**config.mk**
```make
export PLATFORM = sky130hd
export DESIGN_NAME = histogram_engine
export DESIGN_NICKNAME = d
export VERILOG_FILES = /design/src/rtl/histogram_engine.sv
export SDC_FILE = /design/constraint.sdc
export NUM_CORES = 2
export LEC_CHECK = 0
export ABC_AREA = 0
export BUFFER_PORTS_ARGS = -buffer_cell sky130_fd_sc_hd__buf_2
export CAP_MARGIN = 20
export CORE_ASPECT_RATIO = 1.5
export CORE_MARGIN = 5
export CORE_UTILIZATION = 60
export CTS_CLUSTER_DIAMETER = 200
export CTS_CLUSTER_SIZE = 25
export DETAILED_ROUTE_END_ITERATION = 10
export PLACE_DENSITY = 0.78
export SLEW_MARGIN = 20
export SYNTH_ARGS = -nofsm -noshare
export SYNTH_HDL_FRONTEND = slang
export SYNTH_SLANG_ARGS = --single-unit
```
**constraint.sdc**
```tcl
create_clock -name CLK -period 11 [get_ports CLK]
set_clock_uncertainty 0.2 [all_clocks]
set_input_delay 1.1 -clock CLK [delete_from_list [all_inputs] [get_ports CLK]]
set_output_delay 1.1 -clock CLK [all_outputs]
set_load 0.005 [all_outputs]
```
**src/rtl/histogram_engine.sv**
```systemverilog
// Streaming histogram: one sample per cycle bumps a saturating bin counter via a
// forwarded 2-stage read-modify-write; bins are zeroed by a sweep after reset or CLR.
module histogram_engine #(
    parameter  int BINS  = 128,
    parameter  int CNT_W = 16,
    localparam int ADR_W = $clog2(BINS)
) (
    input  logic                   CLK,
    input  logic                   RST_N,
    input  logic                   CLR,
    input  logic                   s_valid,
    input  logic [ADR_W-1:0]       s_data,
    output logic                   s_ready,
    input  logic                   rd_req,
    input  logic [ADR_W-1:0]       rd_addr,
    output logic                   rd_valid,
    output logic [CNT_W-1:0]       rd_data,
    output logic                   busy,
    output logic                   sat,
    output logic [CNT_W+ADR_W-1:0] total
);

    typedef enum logic {ST_CLEAR, ST_RUN} state_t;

    state_t                   r_state, w_state_nxt;
    logic [ADR_W-1:0]         r_swp, w_swp_nxt;
    logic [CNT_W-1:0]         r_mem [BINS];

    logic [CNT_W-1:0]         r_q;
    logic                     r_s2_vld;
    logic [ADR_W-1:0]         r_s2_addr;
    logic                     r_rd_vld;
    logic                     r_sat;
    logic [CNT_W+ADR_W-1:0]   r_total;

    logic                     w_run, w_acc, w_rd_acc, w_s2_we, w_s2_max, w_s2_fwd;
    logic [ADR_W-1:0]         w_raddr;
    logic [CNT_W-1:0]         w_s2_new;

    always_ff @(posedge CLK or negedge RST_N) begin
        if (!RST_N) begin
            r_state <= ST_CLEAR;
            r_swp   <= '0;
        end else begin
            r_state <= w_state_nxt;
            r_swp   <= w_swp_nxt;
        end
    end

    always_comb begin
        w_state_nxt = r_state;
        w_swp_nxt   = r_swp;
        if (CLR) begin
            w_state_nxt = ST_CLEAR;
            w_swp_nxt   = '0;
        end else if (r_state == ST_CLEAR) begin
            w_swp_nxt = r_swp + 1'b1;
            if (r_swp == ADR_W'(BINS - 1)) w_state_nxt = ST_RUN;
        end
    end

    assign w_run    = (r_state == ST_RUN);
    assign s_ready  = w_run && !CLR && !rd_req;
    assign w_acc    = s_valid && s_ready;
    assign w_rd_acc = w_run && rd_req && !CLR;

    // Readout and samples never issue together, so they share one read port.
    assign w_raddr  = rd_req ? rd_addr : s_data;
    assign w_s2_max = &r_q;
    assign w_s2_new = w_s2_max ? r_q : r_q + 1'b1;
    assign w_s2_we  = r_s2_vld && !CLR;
    assign w_s2_fwd = r_s2_vld && (r_s2_addr == w_raddr);

    always_ff @(posedge CLK) begin
        if (r_state == ST_CLEAR)
            r_mem[r_swp] <= '0;
        else if (w_s2_we)
            r_mem[r_s2_addr] <= w_s2_new;
    end

    always_ff @(posedge CLK or negedge RST_N) begin
        if (!RST_N) begin
            r_q       <= '0;
            r_s2_vld  <= 1'b0;
            r_s2_addr <= '0;
            r_rd_vld  <= 1'b0;
            r_sat     <= 1'b0;
            r_total   <= '0;
        end else begin
            r_s2_vld  <= w_acc;
            r_s2_addr <= s_data;
            r_rd_vld  <= w_rd_acc;
            // The stage-2 value lands in the array this same edge, so bypass it.
            if (w_acc || w_rd_acc)
                r_q <= w_s2_fwd ? w_s2_new : r_mem[w_raddr];
            if (CLR) begin
                r_sat   <= 1'b0;
                r_total <= '0;
            end else begin
                if (w_s2_we && w_s2_max) r_sat <= 1'b1;
                if (w_acc && !(&r_total)) r_total <= r_total + 1'b1;
            end
        end
    end

    assign rd_valid = r_rd_vld;
    assign rd_data  = r_q;
    assign busy     = (r_state == ST_CLEAR);
    assign sat      = r_sat;
    assign total    = r_total;

endmodule

```
==> impl_metrics.yaml <==
hold_path:
  whs_path_depth: 1
  worstHoldPathType: "input port to flop"
clock_network:
  clock_insertion_delay_worst_skew_ns: 0.77
  numCtsBuffers: 94
  cts.root.buffer_cell: "sky130_fd_sc_hd__clkbuf_16"
  cts_tree: "done"
  cts_sinks: 2105
  clk_transition_reported_paths_ns: 0.12
  post_cts.repair.setup_buffers: 0
  ctsHoldBuffers: 0
  max-clock-path-buffers: 3
  ctsHtreeMaxLevel: 3
  post_cts.resized_instances: 0
synthesis:
  asyncSetResetFlopFracSynth: 0.0271
  netlist-cell-type-count: 81
  postSynthNetCount: 5505
  synth-edff-count: 2048
  ys_seq_area_frac: 0.745
  synth_cells: 5483
  synth_warnings: 0
  synth_flop_type: "sky130_fd_sc_hd__edfxtp_1"
  synth.avg_cell_area_um2: 15.4
  synth.cell_area_um2: 84500
  synth.ff_latch_count: 2105
pwr:
  swShare: 0.228
  power_density_nw_per_um2: 154
  leakage_nw: 28.8
  total_switching_power_mw: 3.15
  share_seq_of_total_power: 0.632
  intPower_mw: 10.7
  clkPwrFrac: 0.287
  worst_ir_drop_vdd_v: 0.000116
  power.combinational.fraction: 0.080
critical_path:
  largest_delay_contributor_family_on_the_critical_path: "buffers and inverters"
  cp.depth: 10
  worst_ep_required_time_ns: 11.46
  timing.critical_path.from_type: "input port"
  ff2ff_setup_slack_ns: 5.73
  critPathSlowestCell: "sky130_fd_sc_hd__buf_4"
  cp_slowest_stage_delay_ns: 0.78
  worst-endpoint-arrival_ns: 6.30
  rr_worst_depth: 9
  timing.critical_path.cells: "buf_2 > mux2_8 > buf_4 > buf_4 > mux4_2 > a2111oi_0 > nor3_1 > nor3_1 > nor3_1 > a221o_1"
  timing.critical_path.fanout_max: 89
  path_common_cell: "sky130_fd_sc_hd__nor3_1"
  criticalPathCategory: "input port to flop"
  end_kind: "flop"
  path_buf_inv: 3
route:
  vias: 52000
  detailedRoute.firstPassIterationCount: 9
  post_drt_wl_per_cell_um: 31.8
  viasPerCell: 6.96
  first_iter_violations: 7662
  final_antenna_net_count: 0
  routed_wl_mm: 237
  drt_drc_violations_left: 0
grt:
  met1_usage: 0.396
  grt_antenna_before_repair: 20
  aggregate_global_routing_overflow: 0
  track_usage: 0.314
  gr-usage-met3: 0.0727
  globalRoute.busiestLayer: "met2"
  vias_in_the_first_global_route: 50000
  grt_max_degree: 152
  grt_pass1_wl_mm: 340
  grt_use_met2: 0.492
floorplanning:
  die_area_um2: 149000
  initial_core_utilization: 0.604
  floorplan.io_pins: 62
  fp.dieH_um: 470
  floorplan.rows: 168
  die_width_um: 316
  core_area_um2: 140000
placed_design:
  place_area_um2: 87100
  dp_worst_slack_ns: 4.46
  gpl_congestion: 0.984
  dpl.hpwl_mm: 139
  numPortBuffers: 61
layout:
  multiInputGateArea_um2: 19600
  syn2layout_area_growth_pct: 6.38
  postLayoutCoreUtil: 0.643
  area_used_by_sequential_logic_in_the_layout_um2: 62900
  nNetsFinal: 5560
  postLayoutCellArea_um2: 89800
  final.fill_count: 9386
  layout-drive-gt1-share: 0.103
sta:
  max_slew.worst_pin.slew_ns: 1.23
  worst_slew_margin_rel: 0.160
  timing.final.max_slew_violations: 0
  timing.final.hold_violations: 0
  timing.hold.ws_ns: 0.281
  unrepaired_setup_endpoints_after_global_routing: "false"
  timing.fmax_ghz: 0.171
  setup_viol: 0
  finalSetupTns_ns: 0
  postLayoutSetupSlackWorst_ns: 5.15
  fin_crit_ns: 5.85
  period_share: 0.532
job:
  maxCapViolCount: 0
outcome:
  run_status: "completed"
Yosys cell counts (all sizes together), types with 14 or more instances:
cell type | count | share of area
buf | 261 | 0.022
mux4 | 125 | 0.033
a2111oi | 47 | 0.0052
o21ai | 77 | 0.0046
and3 | 27 | 0.0020
a31oi | 34 | 0.0025
nor2 | 233 | 0.010
dfrtp | 57 | 0.017
nor4 | 29 | 0.0022
mux2i | 325 | 0.039
clkbuf | 76 | 0.0034
nor3 | 73 | 0.0043
o22ai | 48 | 0.0036
xnor2 | 28 | 0.0029
edfxtp | 2048 | 0.73
o211ai | 28 | 0.0025
a21oi | 359 | 0.021
and2 | 14 | 0.0010
o221ai | 119 | 0.012
nand2 | 957 | 0.043
a311oi | 16 | 0.0017
nand4 | 30 | 0.0022
nand3 | 270 | 0.016
layer usage:
layer,vias to the layer above,wire (um),share of wire
met5,-,79,0.00033
met4,12,19500,0.082
met3,956,30200,0.13
met2,4157,112000,0.47
met1,25700,76000,0.32
li1,21200,-,-
logic make-up after synthesis:
logic type,Yosys count,synth area share
AO/OA/AOI/OAI,841,0.0653
XOR/XNOR,38,0.00394
adder cells (fa/ha/maj),3,0.000444
buffers and inverters,349,0.0262
flip-flops,2105,0.745
multiplexers,456,0.0734
AND/OR/NAND/NOR,1691,0.0857
cell type report:
class / instances / share of cell area
Sequential cell: 2105 / 0.700
Antenna cell: 12 / 0.000334
Multi-Input combinational cell: 3029 / 0.219
Clock buffer: 143 / 0.0289
Timing Repair Buffer: 296 / 0.0251
Tap cell: 1870 / 0.0260
Clock inverter: 1 / 0.000223
Inverter: 12 / 0.000501
worst register-to-register path, cell delays in order (launching register included):
cell,delay (ns)
sky130_fd_sc_hd__dfrtp_1,0.51
sky130_fd_sc_hd__nand3b_1,0.72
sky130_fd_sc_hd__buf_4,0.61
sky130_fd_sc_hd__mux2i_1,0.32
sky130_fd_sc_hd__xnor2_1,0.09
sky130_fd_sc_hd__nand4_1,0.19
sky130_fd_sc_hd__o21a_1,0.80
sky130_fd_sc_hd__o21ai_0,0.73
sky130_fd_sc_hd__nand4b_1,0.68
sky130_fd_sc_hd__o31ai_1,0.34
path summary, 6_finish.rpt:
path,from,end
setup / recovery,rd_req,rd_data[11]
hold / removal,s_data[5],r_s2_addr[5]
setup reg to reg,r_state,rd_data[10]
hold reg to reg,total[22],total[22]
max in group asynchronous,RST_N,rd_data[12]
min in group asynchronous,RST_N,total[13]
registers in the layout, summed over array words and instances (netlist names):
register	count
r_mem	2048
r_s2_addr	7
r_s2_vld	1
r_state	1
r_swp	7
rd_data	16
rd_valid	1
sat	1
total	23
through the flow:
stage	total power, mW	cells
after floorplan	9.59	5483
after detailed placement	9.98	7310
after global placement	9.95	7306
after CTS	13.8	7454
after global routing	14.2	7457
final	13.8	7468
cell usage in the layout (no fill, tap or decap), types with 74 or more instances in the layout:
cell	instances
sky130_fd_sc_hd__edfxtp_1	2048
sky130_fd_sc_hd__nand2_1	955
sky130_fd_sc_hd__a21oi_1	357
sky130_fd_sc_hd__mux2i_1	317
sky130_fd_sc_hd__nand3_1	269
sky130_fd_sc_hd__buf_4	221
sky130_fd_sc_hd__nor2_1	219
sky130_fd_sc_hd__mux4_2	125
sky130_fd_sc_hd__o221ai_1	117
sky130_fd_sc_hd__clkbuf_16	97
sky130_fd_sc_hd__o21ai_0	74
power groups by stage:
stage | Clock (mW) | Combinational (mW) | Sequential, mW
after floorplan | 0 | 0.695 | 8.89
after global placement | 0 | 1.05 | 8.91
after detailed placement | 0 | 1.07 | 8.91
after CTS | 3.97 | 1.08 | 8.72
after global routing | 4.28 | 1.15 | 8.73
final | 3.96 | 1.11 | 8.73
(Power assumes the default switching activity.)
